[src/rtl/exec_pipe_sequencer_pkg.sv]
// Shared encodings for the pipeline run/step/halt sequencer.
package exec_pipe_sequencer_pkg;

  typedef enum logic [1:0] {
    CMD_RUN   = 2'b00,
    CMD_STEP  = 2'b01,
    CMD_HALT  = 2'b10,
    CMD_CLEAR = 2'b11
  } cmd_t;

  typedef enum logic [2:0] {
    ST_IDLE  = 3'd0,
    ST_RUN   = 3'd1,
    ST_STEP  = 3'd2,
    ST_DRAIN = 3'd3,
    ST_DONE  = 3'd4
  } state_t;

  localparam int NB_DRAIN_DEF = 3;

  function automatic logic is_enabled_state(input state_t s);
    return (s == ST_RUN) || (s == ST_STEP) || (s == ST_DRAIN);
  endfunction

endpackage

[src/rtl/exec_pipe_sequencer_sat_counter.sv]
// Saturating up-counter with synchronous clear; clear wins over increment.
module exec_pipe_sequencer_sat_counter #(
  parameter int WIDTH = 32
) (
  input  logic             clk,
  input  logic             rst_n,
  input  logic             en,
  input  logic             clr,
  output logic [WIDTH-1:0] count
);

  always_ff @(posedge clk or negedge rst_n) begin
    if (!rst_n) begin
      count <= '0;
    end else if (clr) begin
      count <= '0;
    end else if (en && (count != '1)) begin
      count <= count + WIDTH'(1);
    end
  end

endmodule

[src/rtl/exec_pipe_sequencer.sv]
// Run/step/halt controller producing the pipeline-wide stage enable, with
// post-HALT drain and an enabled-cycle counter for debug readout.
//
// state    | meaning
// ---------+------------------------------------------------------------
// ST_IDLE  | pipeline frozen, waiting for RUN/STEP
// ST_RUN   | free-running until HALT command or HALT opcode in ID
// ST_STEP  | enabled for a fixed number of cycles
// ST_DRAIN | HALT seen in ID; let EX/MEM/WB retire, commands blocked
// ST_DONE  | program ended; only CLEAR leaves
module exec_pipe_sequencer
  import exec_pipe_sequencer_pkg::*;
#(
  parameter int NB_BITS  = 32,
  parameter int NB_STEP  = 16,
  parameter int NB_DRAIN = NB_DRAIN_DEF,
  parameter int NB_CMD   = 2
) (
  input  logic               i_clk,
  input  logic               i_rst,
  input  logic               i_cmd_valid,
  input  logic [NB_CMD-1:0]  i_cmd,
  input  logic [NB_STEP-1:0] i_step_count,
  input  logic               i_halt_detect,
  output logic               o_cmd_ready,
  output logic               o_pipe_enb,
  output logic [2:0]         o_state,
  output logic               o_done,
  output logic [NB_BITS-1:0] o_cycle_count
);

  localparam int NB_DCNT = (NB_DRAIN > 2) ? $clog2(NB_DRAIN) : 1;
  localparam logic [NB_DCNT-1:0] DRAIN_LOAD = NB_DCNT'(NB_DRAIN - 1);

  state_t               state, state_nxt;
  logic [NB_STEP-1:0]   step_cnt, step_nxt, step_load;
  logic [NB_DCNT-1:0]   drain_cnt, drain_nxt;
  logic                 pipe_enb, pipe_enb_nxt;
  logic                 cmd_ready, accept, halt_seen, cnt_clr;
  cmd_t                 cmd;

  assign cmd       = cmd_t'(i_cmd);
  assign cmd_ready = (state == ST_IDLE) || (state == ST_RUN) || (state == ST_DONE);
  assign accept    = i_cmd_valid && cmd_ready;
  assign halt_seen = i_halt_detect && pipe_enb;
  // A zero step count still executes one cycle.
  assign step_load = (i_step_count == '0) ? '0 : i_step_count - NB_STEP'(1);

  always_ff @(posedge i_clk or negedge i_rst) begin
    if (!i_rst) begin
      state     <= ST_IDLE;
      step_cnt  <= '0;
      drain_cnt <= '0;
      pipe_enb  <= 1'b0;
    end else begin
      state     <= state_nxt;
      step_cnt  <= step_nxt;
      drain_cnt <= drain_nxt;
      pipe_enb  <= pipe_enb_nxt;
    end
  end

  always_comb begin
    state_nxt = state;
    step_nxt  = step_cnt;
    drain_nxt = drain_cnt;
    cnt_clr   = 1'b0;
    case (state)
      ST_IDLE: begin
        if (accept) begin
          case (cmd)
            CMD_RUN:   state_nxt = ST_RUN;
            CMD_STEP: begin
              state_nxt = ST_STEP;
              step_nxt  = step_load;
            end
            CMD_CLEAR: cnt_clr = 1'b1;
            default:   ;
          endcase
        end
      end
      ST_RUN: begin
        // Opcode detection beats a same-cycle HALT command so in-flight work retires.
        if (halt_seen) begin
          state_nxt = ST_DRAIN;
          drain_nxt = DRAIN_LOAD;
        end else if (accept && (cmd == CMD_HALT)) begin
          state_nxt = ST_IDLE;
        end
      end
      ST_STEP: begin
        if (halt_seen) begin
          state_nxt = ST_DRAIN;
          drain_nxt = DRAIN_LOAD;
        end else if (step_cnt == '0) begin
          state_nxt = ST_IDLE;
        end else begin
          step_nxt = step_cnt - NB_STEP'(1);
        end
      end
      ST_DRAIN: begin
        if (drain_cnt == '0) begin
          state_nxt = ST_DONE;
        end else begin
          drain_nxt = drain_cnt - NB_DCNT'(1);
        end
      end
      ST_DONE: begin
        if (accept && (cmd == CMD_CLEAR)) begin
          state_nxt = ST_IDLE;
          cnt_clr   = 1'b1;
        end
      end
      default: state_nxt = ST_IDLE;
    endcase
    pipe_enb_nxt = is_enabled_state(state_nxt);
  end

  exec_pipe_sequencer_sat_counter #(
    .WIDTH (NB_BITS)
  ) u_cycle_cnt (
    .clk   (i_clk),
    .rst_n (i_rst),
    .en    (pipe_enb),
    .clr   (cnt_clr),
    .count (o_cycle_count)
  );

  assign o_cmd_ready = cmd_ready;
  assign o_pipe_enb  = pipe_enb;
  assign o_state     = state;
  assign o_done      = (state == ST_DONE);

endmodule

[config.mk]
export PLATFORM = sky130hd
export DESIGN_NAME = exec_pipe_sequencer
export DESIGN_NICKNAME = d
export VERILOG_FILES = /design/src/rtl/exec_pipe_sequencer_pkg.sv /design/src/rtl/exec_pipe_sequencer_sat_counter.sv /design/src/rtl/exec_pipe_sequencer.sv
export SDC_FILE = /design/constraint.sdc
export NUM_CORES = 1
export LEC_CHECK = 0
export CORE_ASPECT_RATIO = 1.4
export CORE_MARGIN = 2
export CORE_UTILIZATION = 45
export CTS_CLUSTER_DIAMETER = 80
export CTS_CLUSTER_SIZE = 30
export DETAILED_ROUTE_END_ITERATION = 7
export PLACE_DENSITY = 0.69
export SLEW_MARGIN = 20
export SYNTH_ARGS = -nofsm -noshare
export SYNTH_HDL_FRONTEND = slang
export SYNTH_SLANG_ARGS = --single-unit
export TNS_END_PERCENT = 1
[constraint.sdc]
create_clock -name i_clk -period 2.3 [get_ports i_clk]
set_input_delay 0.345 -clock i_clk [delete_from_list [all_inputs] [get_ports i_clk]]
set_output_delay 0.345 -clock i_clk [all_outputs]
set_load 0.1 [all_outputs]
==> impl_metrics.py <==
metrics = {
    "status": {
        "status": "complete, no violations",
    },
    "logic_synthesis": {
        "synth_area_um2": 3505,
        "post_synth_num_cell_types": 55,
        "syn_nets": 419,
        "ys_seq_area_share_pct": 38.56,
        "synth_edf_count": 0,
        "synthFlopType": "dfrtp_1",
        "synthArstFlopShare_pct": 100.0,
        "yosysWarnings": 0,
        "ys_seq_elements": 54,
        "syn-mean-instance-area_um2": 8.918,
        "synthCells": 393,
    },
    "timing": {
        "fin_ws_ns": 0.06618,
        "drv_slew": 0,
        "min_period_over_period_pct": 97.12,
        "worst_pin_slew_ns": 0.5407,
        "max_freq_ghz": 0.4477,
        "rsz0062_at_grt": "false",
        "hold_violations": 0,
        "skew_ns": 0.009628,
        "setup_viol": 0,
        "holdWs_ns": 0.4629,
        "fin_crit_ns": 2.234,
        "maxSlewHeadroom_pct": 63.62,
    },
    "clock_tree": {
        "htreeDepth": 2,
        "clk_path_buf_depth": 2,
        "clock-root-buffer": "clkbuf_8",
        "numCtsBuffers": 5,
        "numClockSinks": 54,
        "clk_latency_ns": 0.32,
        "tritoncts": "done",
        "path_clk_slew_ns": 0.10,
    },
    "critical_path": {
        "setup.worst_path.start_class": "input pin",
        "cp.required_ns": 2.53,
        "crit_path_frequent_cell": "buf_4",
        "cp_cell_sequence": "clkdlybuf4s50_1, or4_4, buf_4, or3_1, buf_4, xor2_1, o22a_1, o22ai_1",
        "path_delay_family": "simple AND/OR/NAND/NOR gates",
        "critPathMaxFanout": 4,
        "slowest_delay_ns": 0.53,
        "slowest_stage": "or4_4",
        "crit_arrival_ns": 2.47,
        "critPathBufInv": 3,
        "crit_type": "in2reg",
        "endpoint_kind": "flop",
    },
    "placed_design": {
        "dp_hpwl_um": 7277,
        "pre_cts_slack_ns": -0.4948,
        "io_buffers": 59,
        "gp_congestion": 0.8449,
    },
    "detailed_routing": {
        "dr_total_vias": 3571,
        "viasPerCell": 5.982,
        "drc": 0,
        "ant_nets": 0,
        "post_drt_wl_per_cell_um": 16.52,
        "dr.first_iter.drc_count": 220,
        "firstDrtPassIters": 5,
        "routed_wl_um": 9864,
    },
    "final_layout": {
        "diodes": 0,
        "drive_above_1_share_pct": 31.39,
        "regArea_um2": 1418,
        "fillers": 695,
        "multi_input_area_um2": 2048,
        "fin_nets": 522,
        "post-route-util_pct": 63.19,
        "area_growth_pct": 38.02,
    },
    "floorplan": {
        "dieArea_um2": 8520,
        "start_util_pct": 45.78,
        "die_y_um": 108.4,
        "rows": 38,
        "design.core.area_um2": 7655,
        "io_pins": 60,
        "fp.dieW_um": 78.59,
    },
    "power": {
        "power_density_nw_per_um2": 1558,
        "ir_worst_vdd_mv": 1.135,
        "p_leak_nw": 1.927,
        "total_power_w": 0.007536,
    },
    "job": {
        "max-cap-violations": 0,
    },
    "global_routing": {
        "grt_overflow": 0,
        "antenna_found_initial": 0,
        "grt_pass1_wl_um": 15440,
        "grt_usage_pct": 22.79,
        "grt_max_degree": 29,
        "grt_pass1_vias": 3277,
    },
    "hold_path": {
        "hold_path_class": "in2async",
    },
}
-- per-layer routing --
layer / part of all wire, % / track usage, % / vias up
li1: - / - / 1700
met1: 37 / 24.96 / 1736
met2: 55 / 43.89 / 108
met3: 4.3 / 2.588 / 27
met4: 3.3 / 9.273 / 0
met5: 0 / 0 / -
-- report_power, final --
part | leakage, nW | switching [W] | internal [W]
combinational | 1.21 | 0.00317 | 0.00168
clock | 0.0714 | 0.000331 | 0.000465
sequential | 0.647 | 0.000495 | 0.00140
total | 1.93 | 0.00399 | 0.00354
-- repair_timing --
action                     4_1_cts  5_1_grt
setup buffers                    1        3
resized for setup               10        5
setup endpoints to repair       14       15
cloned                           0        2
pin swaps                        1        5
hold endpoints to repair        14        0
hold buffers                     1        0
-- cell families (layout without fill, tap and decap cells) --
kind of cell,after synthesis,in the layout,share of synthesized area (%)
AND/OR/NAND/NOR,155,155,25.49
buffers and inverters,40,144,4.677
flip-flops,54,54,38.56
adder cells (fa/ha/maj),4,4,1.428
AO/OA/AOI/OAI,115,115,23.24
multiplexers,2,2,0.8569
XOR/XNOR,23,23,5.748
-- worst reg2reg max path: stages (launching register included) --
cell,delay [ns]
dfrtp_1,0.40
or4_4,0.54
or4_4,0.44
o21ai_4,0.18
buf_12,0.15
a21o_4,0.16
clkbuf_16,0.15
o22ai_1,0.06
-- metrics by stage --
stage / area (um^2) / TNS, ns / instances
floorplan: 3598 / -0.04447 / 393
global placement: 4539 / -5.829 / 582
detailed placement: 4539 / -7.070 / 582
CTS: 4735 / 0 / 592
global route: 4837 / 0 / 597
finish: 4837 / 0 / 597
-- path summary, 6_finish.rpt --
kind / from / end / slack, ns / cells after the start
min in group i_clk: drain_cnt[1]$_DFFE_PN0P_ / drain_cnt[1]$_DFFE_PN0P_ / 0.55 / 2
hold / removal: i_rst / u_cycle_cnt.count[17]$_DFFE_PN0P_ / 0.46 / 2
hold reg to reg: drain_cnt[1]$_DFFE_PN0P_ / drain_cnt[1]$_DFFE_PN0P_ / 0.55 / 2
setup / recovery: i_step_count[6] / step_cnt[9]$_DFFE_PN0P_ / 0.07 / 8
max in group asynchronous: i_rst / o_state[0]$_DFF_PN0_ / 1.16 / 3
setup reg to reg: step_cnt[2]$_DFFE_PN0P_ / step_cnt[14]$_DFFE_PN0P_ / 0.10 / 7
-- registers in the layout, indices dropped and copies added, names as in the netlist --
name	cells
drain_cnt	2
o_pipe_enb	1
o_state	3
step_cnt	16
u_cycle_cnt.count	32
-- cell usage after synthesis (8+ instances only) --
cell | n | area share, %
o22a_1 | 8 | 2.0
xnor2_1 | 18 | 4.5
a21oi_1 | 23 | 3.3
nand4_1 | 10 | 1.8
nand3_1 | 19 | 2.7
dfrtp_1 | 54 | 39
o22ai_1 | 12 | 2.1
nand2_1 | 19 | 2.0
o21ai_0 | 13 | 1.9
or4_1 | 10 | 2.1
nor3_1 | 10 | 1.4
nor2_1 | 24 | 2.6
nor4_1 | 14 | 2.5
or3_1 | 19 | 3.4
o21ai_1 | 8 | 1.1
a211oi_1 | 15 | 3.2
inv_1 | 23 | 2.5
clkbuf_1 | 11 | 1.2
-- placed cells by master, fill, tap and decap left out, drive strengths merged, types with 18 or more instances in the layout --
master         Yosys  final
inv               23     23
or3               19     19
nand2             19     19
a21oi             24     24
dfrtp             54     54
xnor2             18     18
o21ai             24     24
nor2              24     24
buf                6     90
clkdlybuf4s50      0     19
nand3             19     19
-- cell type report --
cell class	count	share of cell area [%]
well taps	100	2.587
flip-flops and latches	54	29.31
multi-input cells	299	42.34
clock inverters	2	1.242
inverters	23	1.785
repair buffers	113	21.03
clock buffers	6	1.707
Note: power is estimated with default switching activity, not from simulation.
